[src/rtl/operand_entry.sv]
// Two-operand 4-bit signed add/subtract entry: one debounced pushbutton
// walks the FSM through operand A, operand B and result display.
module operand_entry #(
    parameter int unsigned DEBOUNCE_CYCLES = 500000
) (
    input  logic       CLOCK_50,
    input  logic       RST,
    input  logic [3:0] SW,
    input  logic       SW_OP,
    input  logic       KEY_N,
    output logic [3:0] A,
    output logic [3:0] B,
    output logic [3:0] R,
    output logic       ovf,
    output logic       VALID,
    output logic [1:0] STATE
);

    localparam int unsigned CNT_W   = $clog2(DEBOUNCE_CYCLES + 1);
    localparam int unsigned DATA_W  = 4;

    localparam logic [1:0] S_A   = 2'b00;
    localparam logic [1:0] S_B   = 2'b01;
    localparam logic [1:0] S_RES = 2'b10;

    logic              key_s1_q, key_s2_q;
    logic              stable_q, stable_d;
    logic [CNT_W-1:0]  cnt_q, cnt_d;
    logic [1:0]        state_q, state_d;
    logic [DATA_W-1:0] a_q, a_d, b_q, b_d, r_q, r_d;
    logic              ovf_q, ovf_d, valid_q, valid_d;

    logic              key_diff_c, cnt_done_c, press_c;
    logic [DATA_W-1:0] sum_c, diff_c;
    logic              add_ovf_c, sub_ovf_c;

    // Synchronizer, debounce counter and FSM state; reset models a released key.
    always_ff @(posedge CLOCK_50 or posedge RST) begin
        if (RST) begin
            key_s1_q <= 1'b1;
            key_s2_q <= 1'b1;
            stable_q <= 1'b1;
            cnt_q    <= '0;
            state_q  <= S_A;
            a_q      <= '0;
            b_q      <= '0;
            r_q      <= '0;
            ovf_q    <= 1'b0;
            valid_q  <= 1'b0;
        end else begin
            key_s1_q <= KEY_N;
            key_s2_q <= key_s1_q;
            stable_q <= stable_d;
            cnt_q    <= cnt_d;
            state_q  <= state_d;
            a_q      <= a_d;
            b_q      <= b_d;
            r_q      <= r_d;
            ovf_q    <= ovf_d;
            valid_q  <= valid_d;
        end
    end

    // Debounce: the stable level flips on the cycle the count would reach the limit.
    always_comb begin
        key_diff_c = (key_s2_q != stable_q);
        cnt_done_c = key_diff_c && (cnt_q == CNT_W'(DEBOUNCE_CYCLES - 1));
        stable_d   = stable_q;
        cnt_d      = '0;
        if (key_diff_c) begin
            if (cnt_done_c) begin
                stable_d = key_s2_q;
            end else begin
                cnt_d = cnt_q + CNT_W'(1);
            end
        end
        press_c = cnt_done_c && stable_q;
    end

    always_comb begin
        sum_c     = a_q + b_q;
        diff_c    = a_q - b_q;
        add_ovf_c = (a_q[3] == b_q[3]) && (sum_c[3] != a_q[3]);
        sub_ovf_c = (a_q[3] != b_q[3]) && (diff_c[3] != a_q[3]);
    end

    // Next-state and datapath: operands preview live, result captured on the B press.
    always_comb begin
        state_d = state_q;
        a_d     = a_q;
        b_d     = b_q;
        r_d     = r_q;
        ovf_d   = ovf_q;
        valid_d = valid_q;
        case (state_q)
            S_A: begin
                if (press_c) begin
                    state_d = S_B;
                end else begin
                    a_d = SW;
                end
            end
            S_B: begin
                if (press_c) begin
                    state_d = S_RES;
                    r_d     = SW_OP ? diff_c : sum_c;
                    ovf_d   = SW_OP ? sub_ovf_c : add_ovf_c;
                    valid_d = 1'b1;
                end else begin
                    b_d = SW;
                end
            end
            S_RES: begin
                if (press_c) begin
                    state_d = S_A;
                    r_d     = '0;
                    ovf_d   = 1'b0;
                    valid_d = 1'b0;
                end
            end
            default: begin
                state_d = S_A;
                r_d     = '0;
                ovf_d   = 1'b0;
                valid_d = 1'b0;
            end
        endcase
    end

    assign A     = a_q;
    assign B     = b_q;
    assign R     = r_q;
    assign ovf   = ovf_q;
    assign VALID = valid_q;
    assign STATE = state_q;

endmodule

[config.mk]
export PLATFORM = sky130hd
export DESIGN_NAME = operand_entry
export DESIGN_NICKNAME = d
export VERILOG_FILES = /design/src/rtl/operand_entry.sv
export SDC_FILE = /design/constraint.sdc
export NUM_CORES = 1
export LEC_CHECK = 0
export BUFFER_PORTS_ARGS = -buffer_cell sky130_fd_sc_hd__buf_2
export CORE_ASPECT_RATIO = 0.7
export CORE_MARGIN = 2
export CORE_UTILIZATION = 28
export DETAILED_ROUTE_END_ITERATION = 10
export PLACE_DENSITY = 0.58
export RECOVER_POWER = 100
export SLEW_MARGIN = 10
export SYNTH_ARGS = -nofsm -noshare
export SYNTH_HDL_FRONTEND = slang
export SYNTH_SLANG_ARGS = --single-unit
[constraint.sdc]
create_clock -name CLOCK_50 -period 2.24 [get_ports CLOCK_50]
set_clock_uncertainty 0.2 [all_clocks]
set_input_delay 0.336 -clock CLOCK_50 [delete_from_list [all_inputs] [get_ports CLOCK_50]]
set_output_delay 0.336 -clock CLOCK_50 [all_outputs]
set_load 0.05 [all_outputs]
Word-level counts from Yosys, hierarchy flattened
Index checks and enable logic that the tools add are counted.
Word-level totals
  bits in registers: 38
  bits in latches: 0
  bits in writable memories: 0
  bits in read-only memories: 0
  logic and storage cells: 52
  memories: 0
Operators by class
  $add $sub $neg: 3
  multipliers: 0
  div/mod/pow operators: 0
  order comparisons: 0
  equal/unequal tests: 11
  shifts and indexed selects: 0
  muxes and demuxes: 16
  bitwise gates (word level): 2
  reductions and logical operators: 10
Operators with widths (number)
  $mux 19: 2
  $add 19x1->19 const B: 1
  $eq 19x19->1 const B: 1
  $mux 4: 3
  $pmux 4 s3: 1
  $mux 2: 3
  $ne 2x2->1 const B: 3
  $pmux 1 s3: 2
  $pmux 2 s3: 1
  $reduce_and 2->1: 3
  $reduce_and 3->1: 2
  $add 4x4->4: 1
  $logic_and 1x1->1: 4
  $mux 1: 4
  $ne 1x1->1: 4
  $sub 4x4->4: 1
  $eq 2x1->1 const B: 1
  $eq 2x2->1 const B: 1
  $logic_not 2->1: 1
  $not 1->1: 2
  $eq 1x1->1: 1

Depth between registers and ports, before layout
Gate-level depths: netlist (run 1).
  depth after elaboration: 6
  depth in mapped cells: 7

Worst setup path before layout (run 1)
Ideal clock, no wire load.
  path type: register to register
  start: register b_q[1], in the netlist B[1]
  end: register ovf_q, in the netlist ovf
  setup time: 0.121 ns
  arrival: 2.065 ns
  setup slack: -0.146 ns
  cell stages (with the launch flop): 8
  path buffers: 0
  clock period less this slack: 2.386 ns
  cell sequence: dfrtp_1 inv_1 ha_1 nand2b_1 o2bb2ai_1 and2_1 mux4_2 a22o_1
Between the ends
  word-level cells in the longest chain between the ends: 6
Ends and longest elaborated chain
  start, declared: line 30  | logic [DATA_W-1:0] a_q, a_d, b_q, b_d, r_q, r_d;
  start signal, assigned: line 46  | b_q <= '0;
  start signal, assigned: line 57  | b_q <= b_d;
  $add 4x4->4 or $sub 4x4->4 (tied branches): line 81, 82
  $ne 1x1->1 (on tied branches): line 83, 84
  $logic_and 1x1->1 (on tied branches): line 83, 84
  $mux 1 (*): line 107  | ovf_d = SW_OP ? sub_ovf_c : add_ovf_c;
  $mux 1 (*): line 104  | if (press_c) begin
  $pmux 1 s3 (*): line 95  | case (state_q)
  end signal, assigned: line 59  | ovf_q <= ovf_d;
  end, declared: line 31  | logic ovf_q, ovf_d, valid_q, valid_d;
Mark *: on every way between the ends. The rest lies on a longest branch, timed or not. The select of a mux whose other input is x is not followed.
A chain may end at the register's enable or synchronous reset.

Worst setup path after layout (run 1)
  start: register cnt_q[9]
  end: register b_q[0], in the netlist B[0]
Between the ends
  word-level cells in the longest chain between the ends: 5
Ends and longest elaborated chain
  start, declared: line 28  | logic [CNT_W-1:0] cnt_q, cnt_d;
  start signal, assigned: line 54  | cnt_q <= cnt_d;
  $eq 19x19->1: line 67  | cnt_done_c = key_diff_c && (cnt_q == CNT_W'(DEBOUNCE_CYCLES - 1));
  $logic_and 1x1->1: line 67
  $logic_and 1x1->1: line 77  | press_c = cnt_done_c && stable_q;
  $not 1->1 (no line)
  $reduce_and 2->1 (no line)
Every way passes these cells.

==> reports/qor.yml, run 1 <==
pwr:
  switching_power_mw: 0.320
  power.share.clock: 0.381
  pwr-share-comb: 0.076
  switching_share: 0.246
  seq_power_share: 0.543
  power_density_mw_per_mm2: 511
  cell_internal_pwr_mw: 0.983
  total_leakage_power_nw: 1.14
  vdd_drop_max_mv: 0.345
timing:
  clock.fmax_mhz: 442
  post-route-worst-setup-slack_ns: -0.0203
  setup_viol: 4
  timing.max_slew.rel_slack: 0.377
  report.final.hold_viol_count: 0
  fin_crit_sh: 1.01
  grt_setup_unrepaired: "true"
  timing.final.max_slew_violations: 0
  period_needed_ns: 2.26
  worst_slew_pin_slew_ns: 0.934
  setup-tns-final_ns: -0.0648
layout:
  stdcell_area_mm2: 0.00255
  ff_latch_area_um2: 961
  layout-drive-gt1-share: 0.315
  nFillCells: 692
  layout.nets: 254
  layout-area-overhead-vs-synth_pct: 29.6
  area_of_the_multi_input_gates_mm2: 0.00103
  antenna_cells_inserted: 0
  finalCoreUtilization: 0.376
hold_path:
  hp-class: "in -> reg"
global_route:
  grt_start_max_net_pins: 39
  globalRouteOverflowTotal: 0
  grt_pass1_vias: 1471
  grt_first_pass_wirelength_um: 7370
  global_route.usage.total: 0.120
  initial_antenna_violation_count: 0
floorplan:
  die-height_um: 74.1
  core_rows: 25
  floorplan.die.width_um: 104
  dieArea_mm2: 0.00772
  design.portCount: 24
  floorplan.core_area_mm2: 0.00679
  floorplan.initialDensity: 0.290
drt:
  drt_first_pass_iters: 4
  drt-initial-drc-count: 62
  drc: 0
  wirelength_um: 4380
  post_drt_wl_per_cell_um: 13.2
  post_drt_via_cell_ratio: 4.60
  antenna_violating_nets_post_route: 0
  num_vias: 1528
yosys:
  synthesis.area_per_instance_um2: 10.9
  synthesis.instances: 180
  post-synth-top-count-cell: "sky130_fd_sc_hd__dfrtp_1"
  mappedNetlistArea_mm2: 0.00197
  ys_types: 39
  syn-num-nets: 197
  yosys-top-cells-count: "sky130_fd_sc_hd__dfrtp_1, sky130_fd_sc_hd__nor2_1, sky130_fd_sc_hd__xnor2_1, sky130_fd_sc_hd__xor2_1, sky130_fd_sc_hd__inv_1"
  number_of_flip_flops_and_latches_in_the_synthesized_netlist: 38
  share_of_yosys_cell_area_claimed_by_the_top_area_cell_type: 0.445
  synth.largest_area_cell: "sky130_fd_sc_hd__dfrtp_1"
  yosys_most_used_dff: "sky130_fd_sc_hd__dfrtp_1"
  synth_seq_area_share: 0.485
  synthArstFlopShare: 1.00
  synth-warning-count: 0
  synth_enable_flop_cells: 0
  synth_area_leaders: "sky130_fd_sc_hd__dfrtp_1, sky130_fd_sc_hd__nor2_1, sky130_fd_sc_hd__ha_1"
outcome:
  failed_checks: "setup timing"
  outcome: "finished, violations left"
setup_path:
  slowest_stage: "sky130_fd_sc_hd__or3b_4"
  worst_ep_arrival_time_ns: 2.23
  worst-path-max-fanout: 4
  crit_path_cell_trace: "nor4_2 -> or3b_4 -> nor4b_4 -> buf_4 -> nor2_4 -> mux2_1"
  timing.reg2reg.setup_slack_ns: -0.02
  path_class: "reg -> reg"
  crit_path_start_kind: "register"
  slowest_delay_ns: 0.44
  setup.worst_path.end_class: "register"
  crit_required_ns: 2.21
placement:
  port_buffers: 23
  postPlaceCellArea_mm2: 0.00235
  placement.setup.worst_slack_ns: -0.0856
  gp_congestion: 0.848
  place.detailed.hpwl_um: 3190
clock_network:
  htree_levels: 2
  insertion_delay_to_the_later_sink_of_the_worst_skew_pair_ns: 0.29
  clkTransAtPathRegs_ns: 0.08
  cts_tree: "yes"
  max-clock-path-buffers: 2
  numClockSinks: 38
  numCtsBuffers: 5
  ctsRootBufferMaster: "sky130_fd_sc_hd__clkbuf_8"
job:
  cap_violations: 0
==> kinds of logic after synthesis <==
group / Yosys count / share of synthesized area
AND/OR/NAND/NOR: 72 / 0.199
flip-flops: 38 / 0.485
AO/OA/AOI/OAI: 21 / 0.0776
XOR/XNOR: 18 / 0.0802
multiplexers: 11 / 0.0687
buffers and inverters: 10 / 0.0191
adder cells (fa/ha/maj): 10 / 0.0700
==> final timing paths <==
path | start | cells past startpoint | endpoint
max in group asynchronous | RST | 4 | B[1]
hold / removal | SW[0] | 2 | B[0]
hold reg to reg | key_s1_q | 0 | key_s2_q
min in group asynchronous | RST | 4 | cnt_q[0]
setup / recovery | cnt_q[9] | 6 | B[0]
setup reg to reg | cnt_q[9] | 6 | B[0]
==> registers in the layout (all words and copies together) (netlist names) <==
name      cells
key_s1_q      1
key_s2_q      1
B             4
STATE         2
VALID         1
R             4
cnt_q        19
A             4
stable_q      1
ovf           1
==> what timing repair did <==
action | in CTS | in global routing
pin swaps | 3 | 2
resized for setup | 3 | 11
hold buffers | 2 | 0
setup endpoints to repair | 8 | 13
setup buffers | 3 | 4
endpoints found under the hold margin | 36 | 0
==> layout make-up <==
type | instances | area share
timing repair buffer | 52 | 0.123
inverter | 8 | 0.0118
clock inverter | 2 | 0.00491
tap | 94 | 0.0461
sequential | 38 | 0.377
multi-input combinational | 132 | 0.405
clock buffer | 6 | 0.0324
==> power by group through the flow <==
| stage | logic [mW] | clock network, mW | registers (mW) |
|---|---|---|---|
| after detailed placement | 0.0979 | 0 | 0.722 |
| after global placement | 0.0967 | 0 | 0.722 |
| after CTS | 0.101 | 0.508 | 0.708 |
| after floorplan | 0.0471 | 0 | 0.734 |
| final | 0.0992 | 0.496 | 0.708 |
| after global routing | 0.112 | 0.549 | 0.710 |
==> metrics by stage <==
step           total power, mW  instances  hold WS (ns)
2_1_floorplan            0.781        180         0.140
3_3_place_gp             0.818        315         0.148
3_5_place_dp             0.820        315         0.147
4_1_cts                   1.32        328        0.0748
5_1_grt                   1.37        332        0.0811
6_report                  1.30        332        0.0984
==> worst max-delay path, delay by kind of cell, from the launching register on <==
| kind | cells | cell delay, ns |
|---|---|---|
| buffers and inverters | 1 | 0.19 |
| flip-flops | 1 | 0.39 |
| multiplexers | 1 | 0.31 |
| AND/OR/NAND/NOR | 4 | 1.07 |
==> per-layer routing <==
metal  up-vias  track usage  routed length [um]
met1       759        0.188                2400
met4         0       0.0315                   0
met5         -            0                   0
met3         0       0.0272                 151
met2        31        0.162                1820
li1        738            -                   -
==> placed cells by master, fill, tap and decap left out, types with 2 or more instances in the layout <==
master	count
sky130_fd_sc_hd__dfrtp_1	30
sky130_fd_sc_hd__nor2_1	27
sky130_fd_sc_hd__buf_4	24
sky130_fd_sc_hd__clkbuf_1	15
sky130_fd_sc_hd__xnor2_1	9
sky130_fd_sc_hd__xor2_1	9
sky130_fd_sc_hd__inv_1	8
sky130_fd_sc_hd__buf_2	8
sky130_fd_sc_hd__nand2_1	7
sky130_fd_sc_hd__a22o_1	6
sky130_fd_sc_hd__mux2_2	6
sky130_fd_sc_hd__ha_1	6
sky130_fd_sc_hd__clkbuf_8	6
sky130_fd_sc_hd__dfrtp_2	5
sky130_fd_sc_hd__nand4_1	5
sky130_fd_sc_hd__nand3_1	5
sky130_fd_sc_hd__o21ai_0	4
sky130_fd_sc_hd__a21oi_1	4
sky130_fd_sc_hd__and3_1	4
sky130_fd_sc_hd__and4_1	3
sky130_fd_sc_hd__nor3_1	3
sky130_fd_sc_hd__mux2_4	3
sky130_fd_sc_hd__dfstp_2	3
sky130_fd_sc_hd__nand2b_1	2
sky130_fd_sc_hd__a21o_1	2
sky130_fd_sc_hd__nor2_2	2
sky130_fd_sc_hd__and2_1	2
sky130_fd_sc_hd__or3_1	2
sky130_fd_sc_hd__fa_1	2
sky130_fd_sc_hd__dlygate4sd3_1	2
sky130_fd_sc_hd__clkbuf_2	2
(Power assumes the default switching activity.)
==> inputs of run 2 (changes only) <==
CORE_ASPECT_RATIO = 1.4   (was 0.7)
==> reports/qor.yml, run 2 (same netlist as run 1, synthesis figures left out) <==
timing:
  grt_setup_unrepaired: "true"
  timing.max_slew.rel_slack: 0.368
  post-route-worst-setup-slack_ns: 0.0143
  report.final.hold_viol_count: 0
  fin_crit_sh: 0.994
  setup_viol: 0
  worst_slew_pin_slew_ns: 0.948
  period_needed_ns: 2.23
  timing.final.max_slew_violations: 0
  holdWs_ns: 0.0802
  clock.fmax_mhz: 449
floorplan:
  floorplan.core_area_mm2: 0.00689
  floorplan.initialDensity: 0.285
  core_rows: 36
  floorplan.die.width_um: 74.8
  dieArea_mm2: 0.00772
  design.portCount: 24
  die-height_um: 103
drt:
  drt_first_pass_iters: 4
  antenna_violating_nets_post_route: 0
  wirelength_um: 4090
  post_drt_via_cell_ratio: 4.65
  post_drt_wl_per_cell_um: 12.5
  drc: 0
  drt-initial-drc-count: 61
  num_vias: 1522
pwr:
  seq_power_share: 0.548
  switching_power_mw: 0.313
  cell_internal_pwr_mw: 0.981
  finalPower_mw: 1.29
  power.share.clock: 0.379
  power_density_mw_per_mm2: 528
  pwr-share-comb: 0.072
  switching_share: 0.242
  vdd_drop_max_mv: 0.188
  total_leakage_power_nw: 1.09
setup_path:
  setup.worst_path.end_class: "register"
  worst-path-max-fanout: 4
  crit_path_start_kind: "register"
  slowest_stage: "sky130_fd_sc_hd__or3b_4"
  slowest_delay_ns: 0.43
  crit_required_ns: 2.21
  timing.critical_path.max_delay_family: "simple AND/OR/NAND/NOR gates"
  worst_ep_arrival_time_ns: 2.20
  critPathBufInv: 0
  crit_path_cell_trace: "nor4_2 -> or3b_4 -> nor4b_4 -> nor2_2 -> mux2_1"
  path_class: "reg -> reg"
global_route:
  globalRouteOverflowTotal: 0
  global_route.usage.total: 0.117
  grt_first_pass_wirelength_um: 6800
  initial_antenna_violation_count: 0
  grt_start_max_net_pins: 39
  grt_pass1_vias: 1501
hold_path:
  hp-class: "in -> reg"
layout:
  most-common-layout-cells: "sky130_fd_sc_hd__dfrtp_1, sky130_fd_sc_hd__nor2_1, sky130_fd_sc_hd__clkbuf_1"
  layout.nets: 248
  layout-area-overhead-vs-synth_pct: 24.7
  nFillCells: 733
  antenna_cells_inserted: 0
  mostFrequentLayoutCell: "sky130_fd_sc_hd__dfrtp_1"
  finalCoreUtilization: 0.356
  largest-register: "cnt_q"
  stdcell_area_mm2: 0.00245
  number_of_flip_flops_in_the_largest_register: 19
  layout-drive-gt1-share: 0.250
placement:
  place.detailed.hpwl_um: 3120
  gp_congestion: 0.716
  postPlaceCellArea_mm2: 0.00236
  placement.setup.worst_slack_ns: -0.0167
  port_buffers: 23
clock_network:
  cts_tree: "yes"
  numClockSinks: 38
  ctsRootBufferMaster: "sky130_fd_sc_hd__clkbuf_8"
  insertion_delay_to_the_later_sink_of_the_worst_skew_pair_ns: 0.30
  numCtsBuffers: 5
  clkTransAtPathRegs_ns: 0.08
  max-clock-path-buffers: 2
  htree_levels: 2
outcome:
  outcome: "finished, final reports clean"
job:
  cap_violations: 0
==> run 2: per-layer routing <==
layer	wire, um	vias to the layer above	share of wire	global-route usage
li1	-	728	-	-
met2	2180	33	0.53	0.212
met1	1660	752	0.41	0.127
met4	82	0	0.020	0.0536
met3	171	9	0.042	0.0242
met5	0	-	0	0
==> run 2: final cells by class <==
cell class / count / area [um2] / share of cell area
tap: 95 / 119 / 0.0485
clock inverter: 1 / 5.00 / 0.00204
timing repair buffer: 46 / 260 / 0.106
multi-input combinational: 132 / 991 / 0.404
clock buffer: 7 / 86.3 / 0.0352
inverter: 8 / 30.0 / 0.0122
sequential: 38 / 961 / 0.392
==> run 2: what timing repair did <==
action                                  in CTS  in global routing
endpoints found under the hold margin       36                  0
gates resized for setup                      0                  4
cloned                                       0                  0
pin swaps                                    1                  1
endpoints found under the setup margin       9                 11
hold buffers                                 2                  0
setup buffers                                1                  0
==> run 2: worst paths after layout <==
| check | start | to | slack [ns] | depth (start not counted) |
|---|---|---|---|---|
| worst max-delay path | cnt_q[12] | B[2] | 0.01 | 5 |
| worst min-delay path | SW[0] | B[0] | 0.08 | 2 |
| worst max register to register | cnt_q[12] | B[2] | 0.01 | 5 |
| worst min register to register | key_s1_q | key_s2_q | 0.16 | 0 |
| max in group asynchronous | RST | A[0] | 0.52 | 4 |
| min in group asynchronous | RST | cnt_q[8] | 0.68 | 4 |
==> run 2: power groups by stage <==
stage | Combinational [mW] | Clock [mW] | Sequential [mW]
2_1_floorplan | 0.0471 | 0 | 0.734
3_3_place_gp | 0.0947 | 0 | 0.722
3_5_place_dp | 0.0955 | 0 | 0.722
4_1_cts | 0.0982 | 0.506 | 0.709
5_1_grt | 0.106 | 0.526 | 0.711
6_report | 0.0937 | 0.491 | 0.709
==> run 2: through the flow <==
stage | setup TNS, ns | cells
2_1_floorplan | 0 | 180
3_3_place_gp | 0 | 316
3_5_place_dp | -0.0519 | 316
4_1_cts | -0.0503 | 327
5_1_grt | -0.546 | 327
6_report | 0 | 327
